===== src/rtl/calc_pkg.sv =====
// Shared definitions for the calculator's ASCII front/back ends.
// Holds the character constants, the state encoding of the result
// writer and a small digit-to-ASCII helper. The input-side ASCII
// converters import the same package.
package calc_pkg;

  localparam logic [7:0] ASCII_ZERO  = 8'h30;
  localparam logic [7:0] ASCII_MINUS = 8'h2D;
  localparam logic [7:0] ASCII_HASH  = 8'h23;

  localparam logic [3:0] ST_ENC_IDLE      = 4'd0;
  localparam logic [3:0] ST_ENC_CONV_H    = 4'd1;
  localparam logic [3:0] ST_ENC_CONV_T    = 4'd2;
  localparam logic [3:0] ST_ENC_EMIT_SIGN = 4'd3;
  localparam logic [3:0] ST_ENC_EMIT_H    = 4'd4;
  localparam logic [3:0] ST_ENC_EMIT_T    = 4'd5;
  localparam logic [3:0] ST_ENC_EMIT_U    = 4'd6;
  localparam logic [3:0] ST_ENC_EMIT_TERM = 4'd7;
  localparam logic [3:0] ST_ENC_DONE      = 4'd8;

  typedef enum logic [3:0] {
    ST_IDLE      = ST_ENC_IDLE,
    ST_CONV_H    = ST_ENC_CONV_H,
    ST_CONV_T    = ST_ENC_CONV_T,
    ST_EMIT_SIGN = ST_ENC_EMIT_SIGN,
    ST_EMIT_H    = ST_ENC_EMIT_H,
    ST_EMIT_T    = ST_ENC_EMIT_T,
    ST_EMIT_U    = ST_ENC_EMIT_U,
    ST_EMIT_TERM = ST_ENC_EMIT_TERM,
    ST_DONE      = ST_ENC_DONE
  } wr_state_t;

  // Decimal digit 0..9 to its ASCII character.
  function automatic logic [7:0] digit_to_ascii(input logic [3:0] d);
    return ASCII_ZERO + {4'h0, d};
  endfunction

endpackage


===== src/rtl/result_ascii_writer.sv =====
// result_ascii_writer
// Turns a finished 8-bit calculator result into an ASCII character
// stream: optional '-', decimal digits without leading zeros, then a
// terminator. Digits come from a sequential subtract-100 / subtract-10
// loop; characters leave one per valid/ready transfer.
//
// Ports:
//   clk        rising-edge system clock
//   rst        asynchronous active-high reset
//   start      conversion request, only honoured in IDLE
//   value      result to print, latched on the accepted start
//   busy       high in every state except IDLE
//   done       one-cycle pulse after the terminator was transferred
//   char_out   character on offer, held while char_valid && !char_ready
//   char_valid char_out holds a character to transfer
//   char_ready downstream accepts the offered character
module result_ascii_writer
  import calc_pkg::*;
#(
  parameter bit         SIGNED_MODE = 1'b0,
  parameter logic [7:0] TERM_CHAR   = ASCII_HASH
) (
  input  logic       clk,
  input  logic       rst,
  input  logic       start,
  input  logic [7:0] value,
  output logic       busy,
  output logic       done,
  output logic [7:0] char_out,
  output logic       char_valid,
  input  logic       char_ready
);

  wr_state_t  state;
  logic       neg;
  logic [7:0] mag;
  logic [1:0] hund;
  logic [3:0] tens;
  logic [3:0] units;

  logic       start_neg;
  logic [7:0] start_mag;
  logic       xfer;

  // Sign and magnitude of the incoming value; -128 wraps to a
  // magnitude of 128, which the 8-bit unsigned loop handles fine.
  assign start_neg = SIGNED_MODE & value[7];
  assign start_mag = start_neg ? (~value + 8'd1) : value;
  assign xfer      = char_valid & char_ready;

  // First digit that survives leading-zero suppression.
  function automatic wr_state_t lead_state(input logic [1:0] h,
                                           input logic [3:0] t);
    if (h != 2'd0) return ST_EMIT_H;
    else if (t != 4'd0) return ST_EMIT_T;
    else return ST_EMIT_U;
  endfunction

  function automatic logic [7:0] lead_char(input logic [1:0] h,
                                           input logic [3:0] t,
                                           input logic [3:0] u);
    if (h != 2'd0) return digit_to_ascii({2'b00, h});
    else if (t != 4'd0) return digit_to_ascii(t);
    else return digit_to_ascii(u);
  endfunction

  // Whole controller: conversion loop, emit sequencing and the
  // registered handshake outputs. Each emit state loads the next
  // character on its transfer edge so char_valid can stay high
  // back-to-back.
  always_ff @(posedge clk or posedge rst) begin
    if (rst) begin
      state      <= ST_IDLE;
      busy       <= 1'b0;
      done       <= 1'b0;
      char_valid <= 1'b0;
      char_out   <= 8'h00;
      neg        <= 1'b0;
      mag        <= 8'h00;
      hund       <= 2'd0;
      tens       <= 4'd0;
      units      <= 4'd0;
    end else begin
      case (state)
        ST_IDLE: begin
          if (start) begin
            neg   <= start_neg;
            mag   <= start_mag;
            hund  <= 2'd0;
            tens  <= 4'd0;
            units <= 4'd0;
            busy  <= 1'b1;
            state <= ST_CONV_H;
          end
        end
        ST_CONV_H: begin
          if (mag >= 8'd100) begin
            mag  <= mag - 8'd100;
            hund <= hund + 2'd1;
          end else begin
            state <= ST_CONV_T;
          end
        end
        ST_CONV_T: begin
          if (mag >= 8'd10) begin
            mag  <= mag - 8'd10;
            tens <= tens + 4'd1;
          end else begin
            // mag is now the units digit; it is used directly because
            // the units register only updates on this same edge.
            units      <= mag[3:0];
            char_valid <= 1'b1;
            if (neg) begin
              state    <= ST_EMIT_SIGN;
              char_out <= ASCII_MINUS;
            end else begin
              state    <= lead_state(hund, tens);
              char_out <= lead_char(hund, tens, mag[3:0]);
            end
          end
        end
        ST_EMIT_SIGN: begin
          if (xfer) begin
            state    <= lead_state(hund, tens);
            char_out <= lead_char(hund, tens, units);
          end
        end
        ST_EMIT_H: begin
          if (xfer) begin
            state    <= ST_EMIT_T;
            char_out <= digit_to_ascii(tens);
          end
        end
        ST_EMIT_T: begin
          if (xfer) begin
            state    <= ST_EMIT_U;
            char_out <= digit_to_ascii(units);
          end
        end
        ST_EMIT_U: begin
          if (xfer) begin
            state    <= ST_EMIT_TERM;
            char_out <= TERM_CHAR;
          end
        end
        ST_EMIT_TERM: begin
          if (xfer) begin
            state      <= ST_DONE;
            char_valid <= 1'b0;
            char_out   <= 8'h00;
            done       <= 1'b1;
          end
        end
        ST_DONE: begin
          done  <= 1'b0;
          busy  <= 1'b0;
          state <= ST_IDLE;
        end
        default: begin
          state      <= ST_IDLE;
          busy       <= 1'b0;
          done       <= 1'b0;
          char_valid <= 1'b0;
        end
      endcase
    end
  end

endmodule


===== config.mk =====
export PLATFORM = sky130hd
export DESIGN_NAME = result_ascii_writer
export DESIGN_NICKNAME = d
export VERILOG_FILES = /design/src/rtl/calc_pkg.sv /design/src/rtl/result_ascii_writer.sv
export SDC_FILE = /design/constraint.sdc
export NUM_CORES = 1
export LEC_CHECK = 0
export BUFFER_PORTS_ARGS = -buffer_cell sky130_fd_sc_hd__buf_2
export CORE_MARGIN = 2
export CORE_UTILIZATION = 52
export DETAILED_ROUTE_END_ITERATION = 10
export HOLD_SLACK_MARGIN = 0.1
export PLACE_DENSITY = 0.74
export SLEW_MARGIN = 20
export SYNTH_ARGS = -nofsm -noshare
export SYNTH_HDL_FRONTEND = slang
export SYNTH_SLANG_ARGS = --single-unit

===== constraint.sdc =====
create_clock -name clk -period 2.1 [get_ports clk]
set_input_delay 0.105 -clock clk [delete_from_list [all_inputs] [get_ports clk]]
set_output_delay 0.105 -clock clk [all_outputs]
set_load 0.01 [all_outputs]

==> results of run 1 <==
==> cell usage after synthesis, drive strengths merged, types with 3 or more instances <==
| cell | n |
|---|---|
| dfrtp | 31 |
| nor2 | 23 |
| o21ai | 23 |
| a21oi | 20 |
| nand2 | 20 |
| buf | 12 |
| inv | 10 |
| a22o | 9 |
| ha | 8 |
| a31oi | 6 |
| nand2b | 6 |
| nand3 | 6 |
| and2 | 5 |
| nor2b | 5 |
| nor3 | 5 |
| o22ai | 5 |
| nand3b | 4 |
| nor3b | 4 |
| a21o | 3 |
| a221o | 3 |
| clkbuf | 3 |
| o31ai | 3 |
| or3 | 3 |
==> layer usage <==
metal  part of all wire [%]  GRT usage [%]  vias to the layer above
met1                     46          32.14                      912
met2                     48          40.02                       43
li1                       -              -                      958
met3                    4.2          5.844                        9
met5                      0              0                        -
met4                    1.3          9.314                        0
==> metrics by stage <==
stage	setup WS (ps)	instances	hold slack (ps)
after global placement	123.1	318	203.4
final	126.2	331	120.6
after detailed placement	21.23	318	205.8
after CTS	3.454	331	117.4
after floorplan	62.22	244	208.5
after global routing	6.608	331	136.2
==> power by group through the flow <==
stage	Clock (mW)	Combinational [mW]	Sequential, mW
global route	0.659	2.58	1.20
finish	0.622	2.31	1.15
floorplan	0	1.76	1.07
CTS	0.631	2.30	1.14
detailed placement	0	2.28	1.15
global placement	0	2.24	1.14
==> flip-flops by register name, summed over array words and instances (netlist names) <==
name / flops
mag: 8
char_out: 6
state: 4
tens: 4
units: 4
hund: 2
busy: 1
char_valid: 1
done: 1
==> kinds of logic (layout without fill, tap and decap cells) <==
family,count (synthesis),after routing
compound gates,88,88
simple gates,86,86
flops,31,31
buf+inv,25,62
fa+ha+maj,8,8
xor+xnor,2,2
mux,2,2
other cells,1,2
==> worst min-delay path by stage <==
stage / from / endpoint / slack [ps] / cells after the start
floorplan: rst / busy$_DFFE_PP0P_ / 210 / 1
global placement: rst / char_out[0]$_DFFE_PP0P_ / 200 / 3
detailed placement: rst / char_out[2]$_DFFE_PP0P_ / 210 / 3
CTS: value[4] / mag[4]$_DFFE_PP0P_ / 120 / 3
global route: value[2] / mag[2]$_DFFE_PP0P_ / 140 / 3
finish: value[4] / mag[4]$_DFFE_PP0P_ / 120 / 3
==> timing repair <==
item                                    in CTS  in global routing
setup buffers                                0                  0
hold endpoints to repair                    35                  0
resized for setup                            0                  3
endpoints found under the setup margin       0                  4
hold buffers                                 5                  0
==> layout make-up <==
class | instances | area (um2) | share of cell area, %
clock inverters | 2 | 35.03 | 1.358
flip-flops and latches | 31 | 778.2 | 30.16
multi-input cells | 188 | 1279 | 49.56
repair buffers | 44 | 305.3 | 11.83
inverters | 10 | 37.54 | 1.455
well taps | 50 | 62.56 | 2.425
clock buffers | 6 | 82.58 | 3.201
==> worst reg2reg max path: cells and delay by family (launching register included) <==
kind                       cells  cell delay (ps)
AOI/OAI and AO/OA              4              800
and+or+nand+nor                2              300
adders and majority gates      1              210
buffers and inverters          1              120
DFF                            1              460
==> flow_summary_export.csv, run 1 <==
group,metric,value,unit
run_status,outcome,"finished, final reports clean",
grt,grt_pass1_wl,8.528,mm
drt,wire_per_inst,15.62,um
critical_path,crit_end,"state[0]$_DFFE_PP0P_",
synthesis,synth_area_leaders,"dfrtp_1 (35%), ha_1 (4.6%), a21oi_1 (4.4%)",
power_and_ir_drop,pwr-share-clk,15.2,%
critical_path,r2r-end,"state[0]$_DFFE_PP0P_",
finish,post-route-util,64.04,%
drt,via_per_inst,5.807,
clocking,cts.clk_slew.worst_paths,70,ps
power_and_ir_drop,worst_ir_drop_vdd,0.7305,mV
synthesis,synth_top_family_by_area,"compound AO/OA/AOI/OAI gates",
drt,drt_wl_total,5.169,mm
floorplan,io_pins,23,
synthesis,synth-async-reset-ratio,100.0,%
timing,tns,0,ps
finish,nets,300,
timing,setup_violations,0,
critical_path,crit_start,"mag[3]$_DFFE_PP0P_",
synthesis,synth-simple-area-share,22.44,%
critical_path,critPathArrivalTime,2170,ps
critical_path,startpoint_type,"flip-flop",
finish,area_growth,18.03,%
power_and_ir_drop,combinationalPowerShare,56.5,%
finish,diodes,0,
floorplan,rows,23,
synthesis,synth_fa_ha_area_share,4.579,%
grt,grt_max_degree,32,
floorplan,core_area,4029,um2
drt,vias,1922,
critical_path,crit_path_max_fanout,8,
placement,port_buffers,20,
synthesis,synth.area.mux_share,1.030,%
timing,worst_pin_slew,552.6,ps
critical_path,cp.required,2300,ps
power_and_ir_drop,swShare,43.39,%
synthesis,ys.flop_type,"dfrtp_1",
critical_path,worstSetupPathType,"reg -> reg",
timing,slew_violations,0,
synthesis,synth_compound_area_share,29.02,%
finish,final_cell_mix,"dfrtp_1 (29), nor2_1 (23), nand2_1 (20), buf_2 (20)",
timing,final-hold-violation-count,0,
clocking,cts_buffers,5,
floorplan,die_w,68.84,um
clocking,cts_max_path_buffers,2,
power_and_ir_drop,totalPowerFinal,4.087,mW
timing,rsz0062_at_grt,"false",
placement,gp_congestion,0.9544,
critical_path,ff2ff_setup_slack,130,ps
grt,antenna_found_initial,0,
clocking,h-tree-depth,2,
critical_path,cp_num_cells,8,
timing,fin_worst_skew,7.704,ps
clocking,clk_latency,290,ps
critical_path,crit_family,"compound AO/OA/AOI/OAI gates",
power_and_ir_drop,power.switching,1.773,mW
placement,place_area,2404,um2
min_path,min_path_type,"in -> reg",
synthesis,yosys_warnings,0,
floorplan,initial_utilization,54.25,%
finish,final_common_cell,"dfrtp_1",
synthesis,syn-instance-count,243,
critical_path,crit_buf_inv,1,
critical_path,cp-end-kind,"flip-flop",
critical_path,crit_chain,"inv_1, ha_1, nand2b_1, a31oi_2, and2_4, o21ai_2, a21o_4, o41ai_2",
synthesis,syn_avg_cell_area,8.995,um2
power_and_ir_drop,seqPwrFrac,28.3,%
finish,design_area,2580,um2
power_and_ir_drop,power.internal,2.314,mW
timing,fin_crit_sh,93.99,%
synthesis,yosysSeqAreaShare,35.49,%
drt,drc,0,
synthesis,syn-cell-area,2186,um2
finish,n_fill_cell,351,
grt,grt_pass1_vias,1793,
synthesis,synth-seq-cells,31,
placement,hpwl,3.688,mm
timing,max_freq,0.5066,GHz
critical_path,crit_slowest_cell,"dfrtp_2",
floorplan,die_h,68.84,um
clocking,clock_sinks,31,
power_and_ir_drop,power_per_cell_area,1584,nW/um2
grt,grt-ovfl-total,0,
timing,min_period,1974,ps
critical_path,max_stage_delay,460,ps
power_and_ir_drop,leakage,1.116,nW
drt,ant_nets,0,
critical_path,r2r.worst_path.cells,8,
grt,grt_util_all_layers,24.76,%
finish,drive_above_1_share,23.49,%
synthesis,synth_edf_count,0,
clocking,cts-root-buf,"clkbuf_8",
critical_path,r2r_start,"mag[3]$_DFFE_PP0P_",
floorplan,die_area,4738,um2
synthesis,netlist.top_cell.by_area,"dfrtp_1",
synthesis,synth_xor_area_share,0.8014,%
synthesis,synth_top_area_share,35.49,%
drt,dr.pass1.iters,4,
run,drv_cap,0,
drt,drt_iter0_drc,117,
clocking,tritoncts,"yes",
timing,max_slew_margin,63.02,%
synthesis,synth.distinct_cells,57,
(Power assumes the default switching activity.)
==> run 2: changes to the inputs <==
--- a/config.mk
+++ b/config.mk
@@ -5,12 +5,13 @@
 export SDC_FILE = /design/constraint.sdc
 export NUM_CORES = 1
 export LEC_CHECK = 0
-export BUFFER_PORTS_ARGS = -buffer_cell sky130_fd_sc_hd__buf_2
-export CORE_MARGIN = 2
+export ABC_AREA = 1
+export CORE_MARGIN = 3
 export CORE_UTILIZATION = 52
 export DETAILED_ROUTE_END_ITERATION = 10
+export DONT_BUFFER_PORTS = 1
 export HOLD_SLACK_MARGIN = 0.1
-export PLACE_DENSITY = 0.74
+export PLACE_DENSITY = 0.69
 export SLEW_MARGIN = 20
 export SYNTH_ARGS = -nofsm -noshare
 export SYNTH_HDL_FRONTEND = slang
==> flow_summary_export.csv, run 2 <==
group,metric,value,unit
floorplan,die_w,72.58,um
drt,drt_wl_total,5.344,mm
synthesis,synth.distinct_cells,29,
critical_path,cp-end-kind,"flip-flop",
power_and_ir_drop,leakage,1.366,nW
grt,grt_pass1_wl,9.377,mm
synthesis,syn-instance-count,346,
critical_path,crit_start,"mag[2]$_DFFE_PP0P_",
synthesis,synth-async-reset-ratio,100.0,%
power_and_ir_drop,power_per_cell_area,1369,nW/um2
finish,design_area,2570,um2
grt,grt-ovfl-total,0,
timing,fin_worst_skew,9.285,ps
drt,drc,0,
placement,dp_slack,261.2,ps
placement,gp_congestion,0.9048,
finish,nets,383,
synthesis,synth_area_leaders,"dfrtp_1 (34%), nand2_1 (21%), nand3_1 (10%)",
clocking,cts-root-buf,"clkbuf_8",
critical_path,r2r_start,"mag[2]$_DFFE_PP0P_",
drt,wire_per_inst,12.91,um
synthesis,syn_avg_cell_area,6.661,um2
finish,final_common_cell,"nand2_1",
run_status,outcome,"finished, final reports clean",
drt,dr.pass1.iters,4,
critical_path,crit_chain,"inv_1, ha_1, nand2_1, nand2_1, inv_1, nand2_1, nand2_2, nand3_2, inv_1, nand2_1, nand2_1",
drt,drt_iter0_drc,155,
grt,grt_pass1_vias,2118,
clocking,h-tree-depth,2,
floorplan,io_pins,23,
finish,drive_above_1_share,9.890,%
critical_path,max_stage_delay,430,ps
timing,fin_crit_sh,85.76,%
placement,dpl.cell_count,394,
critical_path,ff2ff_setup_slack,300,ps
clocking,cts_buffers,5,
power_and_ir_drop,power.internal,1.755,mW
finish,top_regs,"mag: 8 flops, char_out: 6 flops",
synthesis,ys.flop_type,"dfrtp_1",
finish,area_growth,11.51,%
floorplan,die_area,5267,um2
synthesis,synth_top_area_share,33.66,%
floorplan,rows,23,
finish,regMostFlops,"mag",
timing,tns,0,ps
finish,final_cell_count_no_fill,414,
min_path,min_from,"start",
synthesis,syn-cell-area,2305,um2
drt,ant_nets,0,
clocking,cts_max_path_buffers,2,
timing,rsz0062_at_grt,"false",
placement,place_area,2349,um2
critical_path,cp.required,2320,ps
critical_path,critPathArrivalTime,2020,ps
drt,via_per_inst,5.292,
timing,setup_slack,299.0,ps
critical_path,worstSetupPathType,"reg -> reg",
synthesis,yosysMostFrequentCell,"nand2_1",
clocking,clock_sinks,31,
timing,slew_violations,0,
synthesis,netlist.top_cell.by_area,"dfrtp_1",
clocking,tritoncts,"yes",
floorplan,die_h,72.58,um
power_and_ir_drop,totalPowerFinal,3.517,mW
placement,port_buffers,0,
finish,post-route-util,62.02,%
critical_path,cp_common_cell,"nand2_1",
synthesis,synthTopCellsByCount,"nand2_1 (129), nand3_1 (47), inv_1 (36)",
synthesis,yosys_warnings,0,
floorplan,core_area,4144,um2
finish,final_cell_mix,"nand2_1 (129), nand3_1 (47), inv_1 (36)",
grt,grt_max_degree,32,
critical_path,startpoint_type,"flip-flop",
timing,min_period,1801,ps
power_and_ir_drop,power.switching,1.763,mW
timing,max_freq,0.5552,GHz
finish,largest_register_ffs,8,
synthesis,synth_edf_count,0,
run,drv_cap,0,
critical_path,crit_path_max_fanout,11,
finish,diodes,0,
power_and_ir_drop,seqPwrFrac,32.7,%
power_and_ir_drop,pwr-share-clk,14.7,%
timing,holdWs,137.7,ps
clocking,clk_latency,290,ps
grt,antenna_found_initial,0,
critical_path,crit_slowest_cell,"dfrtp_2",
power_and_ir_drop,worst_ir_drop_vdd,0.7792,mV
power_and_ir_drop,combinationalPowerShare,52.6,%
drt,vias,2191,
synthesis,yosysSeqAreaShare,33.66,%
floorplan,initial_utilization,55.62,%
min_path,min_path_type,"in -> reg",
grt,grt_util_all_layers,22.62,%
synthesis,synth-seq-cells,31,
power_and_ir_drop,swShare,50.11,%
timing,final-hold-violation-count,0,
clocking,cts.clk_slew.worst_paths,70,ps
placement,hpwl,4.006,mm
timing,setup_violations,0,
-- run 2: changes by cell type after synthesis, moves of 5 or more --
cell	change
nand4_1	+5
buf_2	-5
inv_1	+26
nand2_1	+109
a31oi_1	-5
a21oi_1	-15
nor2b_1	-5
nand3_1	+42
nand2b_1	-6
nor2_4	+6
a22o_1	-9
-- run 2: metal layers --
layer,vias to the layer above,share of wire (%),GRT usage [%]
met5,-,0,0
met4,0,1.3,6.967
met3,7,4.6,3.994
met2,65,49,40.58
met1,979,46,27.39
li1,1140,-,-
-- run 2: cell families (layout without fill, tap and decap cells) --
kind of cell               after synthesis  in the layout  synth area share, %
DFF                                     31             31                33.66
buffers and inverters                   46             63                8.415
other                                    1              2               0.1627
xor gates and xnor gates                 2              2               0.7602
AOI/OAI and AO/OA                       29             29                7.167
adders and majority gates                8              8                4.343
and+or+nand+nor                        228            228                45.06
muxes                                    1              1               0.4343
-- run 2: cell type report --
cell class / count / area, um2
Multi-Input combinational cell: 270 / 1339
Timing Repair Buffer: 14 / 135.1
Inverter: 41 / 156.4
Sequential cell: 31 / 777.0
Fill cell: 397 / 1574
Tap cell: 50 / 62.56
Clock buffer: 8 / 100.1
-- run 2: what timing repair did --
item                                   CTS  global route
hold buffers                            12             0
setup endpoints to repair                0             4
gates resized for setup                  0             1
endpoints found under the hold margin   41             0
setup buffers                            0             0
-- run 2: worst paths after layout --
path	to	depth (start not counted)
worst max-delay path	done$_DFFE_PP0P_	11
worst min-delay path	state[0]$_DFFE_PP0P_	4
worst max register to register	done$_DFFE_PP0P_	11
worst min register to register	units[2]$_DFFE_PP0P_	2
max in group asynchronous	mag[2]$_DFFE_PP0P_	3
min in group asynchronous	mag[0]$_DFFE_PP0P_	3
-- run 2: worst max-delay path, delay by kind of cell (launching register included) --
| family | cells | cell delay (ps) |
|---|---|---|
| fa+ha+maj | 1 | 220 |
| buf+inv | 3 | 410 |
| flops | 1 | 430 |
| simple gates | 7 | 680 |
-- run 2: power groups by stage --
| stage | Combinational, mW | Sequential (mW) | Clock [mW] |
|---|---|---|---|
| final | 1.85 | 1.15 | 0.518 |
| after global routing | 2.15 | 1.19 | 0.562 |
| after CTS | 1.83 | 1.15 | 0.538 |
| after global placement | 1.78 | 1.15 | 0 |
| after floorplan | 1.51 | 1.06 | 0 |
| after detailed placement | 1.79 | 1.16 | 0 |
